$ cat src/rtl/keypad_scan_debounce.sv
// 4x4 keypad scanner with frame-level debounce.
// Rows rotate free-running; one classified frame per four rows.
module keypad_scan_debounce #(
  parameter int SCAN_DIV     = 1000,
  parameter int DEBOUNCE_CNT = 4
) (
  input  logic       clk,
  input  logic       rst_n,
  input  logic [3:0] col_in,
  output logic [3:0] row_out,
  output logic [3:0] key_code,
  output logic       key_valid,
  output logic       key_down
);

  typedef enum logic [1:0] {
    IDLE, DEB, PRESSED, REL
  } state_t;

  state_t      state, state_nx;
  logic [3:0]  col_s1, col_s2;
  logic [15:0] div;
  logic [1:0]  row;
  logic [1:0]  acc_n;
  logic [3:0]  acc_code;
  logic [3:0]  cnt, cnt_nx;
  logic [3:0]  cand, cand_nx;
  logic        sample, frame_end;
  logic        accept, release_ok;
  logic [3:0]  lows;
  logic [2:0]  rcnt;
  logic [1:0]  rcol;
  logic [1:0]  base_n, tot_n;
  logic [2:0]  sum_n;
  logic [3:0]  base_code, f_code;
  logic        f_key;

  function automatic logic [3:0] key_map(
    input logic [1:0] r,
    input logic [1:0] c
  );
    logic [3:0] v;
    unique case ({r, c})
      4'd0:    v = 4'd1;
      4'd1:    v = 4'd2;
      4'd2:    v = 4'd3;
      4'd3:    v = 4'd10;
      4'd4:    v = 4'd4;
      4'd5:    v = 4'd5;
      4'd6:    v = 4'd6;
      4'd7:    v = 4'd11;
      4'd8:    v = 4'd7;
      4'd9:    v = 4'd8;
      4'd10:   v = 4'd9;
      4'd11:   v = 4'd12;
      4'd12:   v = 4'd14;
      4'd13:   v = 4'd0;
      4'd14:   v = 4'd13;
      default: v = 4'd15;
    endcase
    return v;
  endfunction

  assign row_out   = ~(4'b0001 << row);
  assign sample    = (div == 16'(SCAN_DIV - 1));
  assign frame_end = sample && (row == 2'd3);

  // two-flop column synchronizer, idles high
  always_ff @(posedge clk or negedge rst_n) begin
    if (!rst_n) begin
      col_s1 <= 4'b1111;
      col_s2 <= 4'b1111;
    end else begin
      col_s1 <= col_in;
      col_s2 <= col_s1;
    end
  end

  // free-running dwell divider and row pointer
  always_ff @(posedge clk or negedge rst_n) begin
    if (!rst_n) begin
      div <= '0;
      row <= '0;
    end else if (sample) begin
      div <= '0;
      row <= row + 2'd1;
    end else begin
      div <= div + 16'd1;
    end
  end

  // count low columns in this row and merge with the frame so far
  always_comb begin
    lows = ~col_s2;
    rcnt = '0;
    rcol = '0;
    for (int c = 0; c < 4; c++) begin
      rcnt = rcnt + {2'b0, lows[c]};
      if (lows[c]) rcol = 2'(c);
    end
    base_n    = (row == 2'd0) ? 2'd0 : acc_n;
    base_code = (row == 2'd0) ? 4'd0 : acc_code;
    sum_n     = {1'b0, base_n} + rcnt;
    tot_n     = (sum_n >= 3'd2) ? 2'd2 : sum_n[1:0];
    f_code    = (rcnt == 3'd1) ? key_map(row, rcol) : base_code;
    f_key     = (tot_n == 2'd1);
  end

  // frame accumulator: 0, 1 or "many" low bits seen
  always_ff @(posedge clk or negedge rst_n) begin
    if (!rst_n) begin
      acc_n    <= '0;
      acc_code <= '0;
    end else if (sample) begin
      acc_n    <= tot_n;
      acc_code <= f_code;
    end
  end

  // debounce state register
  always_ff @(posedge clk or negedge rst_n) begin
    if (!rst_n) begin
      state <= IDLE;
      cnt   <= '0;
      cand  <= '0;
    end else begin
      state <= state_nx;
      cnt   <= cnt_nx;
      cand  <= cand_nx;
    end
  end

  // debounce next-state, evaluated once per frame
  always_comb begin
    state_nx   = state;
    cnt_nx     = cnt;
    cand_nx    = cand;
    accept     = 1'b0;
    release_ok = 1'b0;
    if (frame_end) begin
      unique case (state)
        IDLE: begin
          if (f_key) begin
            state_nx = DEB;
            cand_nx  = f_code;
            cnt_nx   = 4'd1;
          end
        end
        DEB: begin
          if (!f_key) begin
            state_nx = IDLE;
            cnt_nx   = 4'd0;
          end else if (f_code != cand) begin
            cand_nx = f_code;
            cnt_nx  = 4'd1;
          end else begin
            cnt_nx = cnt + 4'd1;
            if (cnt + 4'd1 == 4'(DEBOUNCE_CNT)) begin
              state_nx = PRESSED;
              accept   = 1'b1;
            end
          end
        end
        PRESSED: begin
          if (!f_key) begin
            state_nx = REL;
            cnt_nx   = 4'd1;
          end
        end
        REL: begin
          if (f_key) begin
            state_nx = PRESSED;
          end else begin
            cnt_nx = cnt + 4'd1;
            if (cnt + 4'd1 == 4'(DEBOUNCE_CNT)) begin
              state_nx   = IDLE;
              cnt_nx     = 4'd0;
              release_ok = 1'b1;
            end
          end
        end
        default: state_nx = IDLE;
      endcase
    end
  end

  // registered outputs follow accept/release by one cycle
  always_ff @(posedge clk or negedge rst_n) begin
    if (!rst_n) begin
      key_code  <= 4'd0;
      key_valid <= 1'b0;
      key_down  <= 1'b0;
    end else begin
      key_valid <= accept;
      if (accept) begin
        key_code <= cand;
        key_down <= 1'b1;
      end else if (release_ok) begin
        key_down <= 1'b0;
      end
    end
  end

endmodule

$ cat config.mk
export PLATFORM = sky130hd
export DESIGN_NAME = keypad_scan_debounce
export DESIGN_NICKNAME = d
export VERILOG_FILES = /design/src/rtl/keypad_scan_debounce.sv
export SDC_FILE = /design/constraint.sdc
export NUM_CORES = 1
export LEC_CHECK = 0
export CAP_MARGIN = 20
export CORE_MARGIN = 10
export CORE_UTILIZATION = 55
export DETAILED_ROUTE_END_ITERATION = 8
export GPL_TIMING_DRIVEN = 0
export PLACE_DENSITY_LB_ADDON = 0.08
export SETUP_SLACK_MARGIN = 0.15
export SYNTH_ARGS = -nofsm -noshare
export SYNTH_HDL_FRONTEND = slang
export SYNTH_SLANG_ARGS = --single-unit
$ cat constraint.sdc
create_clock -name clk -period 7.6 [get_ports clk]
set_clock_uncertainty 0.15 [all_clocks]
set_input_delay 1.52 -clock clk [delete_from_list [all_inputs] [get_ports clk]]
set_output_delay 1.52 -clock clk [all_outputs]
set_load 0.01 [all_outputs]
# Word-level counts from Yosys, hierarchy flattened
# Memories as Yosys holds them, arrays and structs flattened.
# Index checks and enable logic that the tools add are counted.
[classes]
add_sub_neg = 7
order_cmp = 1
eq_ne = 17
n_shift = 1
mux = 37
bitwise = 2
reduce_logical = 8
[op_table]
columns = ["op", "count"]
rows = [
  ["two-way mux 4 bit", 11],
  ["two-way mux 2 bit", 11],
  ["adder 16 x 1 -> 16 bit, second input constant", 1],
  ["== test 16 x 10 -> 1 bit, second input constant", 1],
  ["two-way mux 16 bit", 1],
  ["case mux 4 bit (4 select lines)", 1],
  ["two-way mux 1 bit", 11],
  ["!= test 2 bit, second input constant", 5],
  ["!= test 3 bit, second input constant", 3],
  ["inverter 4 bit", 2],
  ["case mux 2 bit (4 select lines)", 1],
  ["case mux 4 bit (2 select lines)", 1],
  ["== test 2 bit, second input constant", 3],
  ["AND reduction 6 bit", 1],
  ["AND reduction 5 bit", 1],
  ["adder 4 x 1 -> 4 bit, second input constant", 1],
  ["== test 2 x 1 -> 1 bit, second input constant", 2],
  ["== test 4 x 3 -> 1 bit, second input constant", 1],
  ["zero test 2 bit", 2],
  ["!= test 4 bit", 1],
  ["AND reduction 4 bit", 1],
  ["nonzero test 2 bit", 2],
  ["left shift 1 x 2 -> 4 bit, first input constant", 1],
  ["adder 2 x 1 -> 3 bit", 1],
  ["other kinds (7)", 7],
]
[word_totals]
ff_bits = 48
rom_bits = 64
out_inout_bits = 10
elab_cells = 86
n_memories = 1
[mem_list]
columns = ["name", "depth", "width", "rd", "rd_clocked_by_memory_dff", "wr", "line", "text"]
rows = [
  ["(name not given)", 16, 4, 1, 0, 0, "43", "unique case ({r, c})"],
]

# Longest topological paths before layout
[logic_depth]
word_depth = 13
depth_mapped = 12
ltp_nobuf = 12

# Worst setup path after synthesis
# OpenSTA, ideal clock, no wires.
[synth_timing]
path_kind = "register to register"
from = "register col_s2[3]"
to = "register key_code[0]"
setup_time_ns = 0.125
arrival_ns = 3.223
t_required_ns = 7.325
setup_slack_ns = 4.102
stages_incl_launch_ff = 12
path_buffers = 0
cell_sequence = "dfstp_2 > fa_1 > inv_1 > ha_1 > ha_1 > fa_1 > xor2_1 > nor2_1 > nand2_1 > or3_1 > nor3_4 > mux2_2"
[synth_between]
elab_chain_len = 9
elab_cells_between_ends = 15
classes_between = "add/sub (2); order compare (1); eq/ne (3); mux (7); bitwise (1); memory (1)"
[synth_rtl]
columns = ["element", "line", "text"]
rows = [
  ["start, declared", "21", "logic [3:0] col_s1, col_s2;"],
  ["start signal, assigned", "75", "col_s2 <= col_s1;"],
  ["inverter 4 bit *", "94", "lows = ~col_s2;"],
  ["adder 3 x 1 -> 3 bit or two-way mux 2 bit (tied branches)", "98, 99", ""],
  ["adder 2 x 3 -> 3 bit (tied with other cells)", "103", "sum_n = {1'b0, base_n} + rcnt;"],
  [">= comparator 3 x 2 -> 1 bit or two-way mux 4 bit (tied branches)", "104, 105", ""],
  ["two-way mux 2 bit or != test 4 bit (tied branches)", "104, 153", ""],
  ["== test 2 x 1 -> 1 bit or two-way mux 1 bit (tied branches)", "106, 153", ""],
  ["two-way mux 1 bit *", "150", "if (!f_key) begin"],
  ["two-way mux 1 bit *", "141", "unique case (state)"],
  ["two-way mux 1 bit *", "140", "if (frame_end) begin"],
  ["end signal, assigned", "196", "key_code <= cand;"],
  ["end, declared", "11", "output logic [3:0] key_code,"],
]
# Every way passes the cells marked *; elsewhere a longest branch is shown, timed or not.
# A chain may end at the register's enable or synchronous reset.

# Final worst setup path
[layout_timing]
from = "register col_s2[3]"
to = "register key_code[3]"
# Same word-level chain as after synthesis.

==> results.json <==
{
  "post_cts_resize_count": 0,
  "number_of_antenna_violations_at_the_first_check_in_global_routing": 0,
  "netlist_area_sq_um": 2576,
  "antenna-diode-count": 0,
  "setup_viol_count_final": 0,
  "async_flop_share": 1.000,
  "synth.top_cells.by_area": "dfrtp_1 39%, dfstp_2 8.2%, ha_1 7.3%, xnor2_1 4.4%, nand2_1 3.6%",
  "critical_path.endpoint_type": "register",
  "std_cell_rows": 24,
  "fmax_mhz": 259.4,
  "core_area_sq_um": 4444,
  "finalWeightedCongestion": 0.8589,
  "antenna_violating_nets_post_route": 0,
  "pin_count": 16,
  "cts_buffer_depth": 2,
  "crit_arrival_ns": 3.89,
  "cts_hold_buf": 0,
  "cts_inserted_buffers": 5,
  "yosys_warnings": 0,
  "place_hpwl_um": 3587,
  "dominantRegCellSynth": "dfrtp_1",
  "finalSetupTns_ns": 0,
  "cellLeakagePower_nw": 1.312,
  "worst_skew_pair.late_latency_ns": 0.30,
  "average_wire_per_cell_in_the_routed_design_um": 14.42,
  "grt_pass1_vias": 1818,
  "routed_wirelength_um": 4700,
  "worst-path-buf-inv": 2,
  "syn_to_final_growth_pct": 12.24,
  "starting_drt_drc_count": 84,
  "timing_hold_violations_final": 0,
  "flops_latches_synth": 48,
  "maxCapViolCount": 0,
  "fillerInstances": 364,
  "track_usage": 0.1334,
  "htree_levels": 2,
  "synth_fp_nets": 273,
  "worst_min_delay_path_category": "reg -> reg",
  "die_height_um": 88.44,
  "fin_ws_ns": 3.745,
  "p_per_cell_area_nw_per_um2": 158.6,
  "grt_start_max_net_pins": 37,
  "clk_root_buffer_cell": "clkbuf_8",
  "worst_slew_margin_rel": 0.6684,
  "tritoncts": "yes",
  "floorplan.die_area_sq_um": 7822,
  "cts.repair_timing.setup_buffer_count": 0,
  "vdd_drop_max_mv": 0.1161,
  "post_synth_num_cell_types": 48,
  "worst-slew-pin-transition_ns": 0.4963,
  "detail_route.vias_per_cell": 5.537,
  "grt_overflow": 0,
  "synth.most_common_cell": "dfrtp_1",
  "yosys.area.top_type_share": 0.3885,
  "timing.critical_path.required_ns": 7.63,
  "finalCritPeriodShare": 0.5073,
  "path_common_cell": "ha_1",
  "critical_path_cell_list": "fa_1, inv_1, ha_1, ha_1, or3b_1, clkbuf_1, a21oi_1, a21o_1, xor2_1, o211ai_2, nor3_4, mux2_2",
  "synth-edff-count": 0,
  "setup.worst_path.start_class": "register",
  "preCtsSetupSlack_ns": 3.742,
  "worstSetupPathType": "reg -> reg",
  "post_synth.cell_area_avg_sq_um": 10.30,
  "final_layout_size_suffix_gt1_frac": 0.1095,
  "run_status": "complete, no violations",
  "period_needed_ns": 3.855,
  "dr_total_vias": 1805,
  "critPathMaxStageDelay_ns": 0.60,
  "grt_first_pass_wirelength_um": 8355,
  "crit_family": "adder cells",
  "io_buffer_count": 15,
  "floorplan.die.width_um": 88.44,
  "initial_utilization": 0.5797,
  "gate_count_of_the_mapped_netlist": 250,
  "cpMaxStageDelayCell": "dfstp_2",
  "synthDominantAreaCellType": "dfrtp_1",
  "numClockSinks": 48,
  "critical_path_peak_fanout": 7,
  "rsz0062_at_grt": "no",
  "maxSlewViolCount": 0,
  "synthTopCellsByCount": "40 x dfrtp_1, 25 x nand2_1, 20 x nor2_1",
  "clkSlewWorstSetupHoldPaths_ns": 0.09,
  "first_pass_iters": 4,
  "nNetsFinal": 296,
  "drcViolationCount": 0,
  "seq_area_frac_synth": 0.4701
}
[worst register-to-register path, delay by kind of cell (launching register included)]
family	cells	cell delay, ns
AO/OA/AOI/OAI	3	0.57
AND/OR/NAND/NOR	2	0.72
adder cells (fa/ha/maj)	3	0.83
flip-flops	1	0.60
XOR/XNOR	1	0.23
buffers and inverters	2	0.27
multiplexers	1	0.38
[routing by layer]
metal / global-route usage / share of wire
met1: 0.1659 / 0.48
met2: 0.2237 / 0.48
met3: 0.03033 / 0.029
met4: 0.04405 / 0.012
met5: 0 / 0
[final timing paths]
kind | startpoint | to | slack [ns] | cells after the start
max in group asynchronous | rst_n | col_s1[0] | 5.80 | 2
setup / recovery | col_s2[3] | key_code[3] | 3.74 | 12
min in group asynchronous | rst_n | key_code[1] | 0.94 | 1
hold / removal | col_s1[3] | col_s2[3] | 0.21 | 0
hold reg to reg | col_s1[3] | col_s2[3] | 0.21 | 0
setup reg to reg | col_s2[3] | key_code[3] | 3.74 | 12
[report_power, final]
| part | internal [mW] | total [mW] | leakage, nW | switching (mW) |
|---|---|---|---|---|
| clock | 0.0645 | 0.150 | 0.0412 | 0.0858 |
| combinational | 0.0167 | 0.0476 | 0.642 | 0.0309 |
| sequential | 0.259 | 0.261 | 0.629 | 0.00161 |
[cells by family (layout without fill, tap and decap cells)]
kind of cell | count (synthesis) | count (layout) | synth area share
muxes | 7 | 7 | 0.03497
adders and majority gates | 17 | 17 | 0.08839
and+or+nand+nor | 93 | 93 | 0.1850
buffers and inverters | 20 | 44 | 0.02914
xor gates and xnor gates | 23 | 23 | 0.07819
DFF | 48 | 48 | 0.4701
AOI/OAI and AO/OA | 42 | 42 | 0.1141
[placed cells by master (no fill, tap or decap), types with 3 or more instances in the layout]
cell             synthesis  routed
dfrtp_1                 40      40
clkdlybuf4s50_1          0      14
nor3_1                   4       4
nand3_1                 15      15
a21oi_1                  5       5
xor2_1                  10      10
nand2_1                 25      25
nand2b_1                 3       3
ha_1                    15      15
dfstp_2                  8       8
o21ai_0                 12      12
a31oi_1                  3       3
inv_1                   15      15
clkbuf_8                 0       5
mux2_2                   6       6
and2_1                   4       4
and3_1                   4       4
a22o_1                   3       3
a21o_1                   4       4
xnor2_1                 13      13
nor2_1                  20      20
clkbuf_1                 5       6
[stage by stage]
step                power [mW]    util  hold WS, ns  cells  cell area (sq um)
finish                  0.4586  0.6506       0.2058    326               2892
CTS                     0.4639  0.6506       0.2089    326               2892
global route            0.4819  0.6506       0.2130    326               2892
detailed placement      0.3137  0.6315       0.1978    318               2806
floorplan               0.2963       -       0.1952    250               2576
global placement        0.3117  0.6281       0.1962    317               2791
[final cells by class]
class	instances	area (sq um)	area share
multi-input combinational	182	1290	0.4461
sequential	48	1211	0.4189
timing repair buffer	16	165.2	0.05712
clock buffer	6	72.57	0.02510
tap	52	65.06	0.02250
inverter	15	56.30	0.01947
buffer	5	18.77	0.006491
clock inverter	2	12.51	0.004327
[registers in the layout, summed over array words and instances (netlist names), 2 cells and up, named ones only]
name	flops
div	16
acc_code	4
cand	4
cnt	4
col_s1	4
col_s2	4
key_code	4
acc_n	2
row	2
Power figures use the tool's default switching activity.
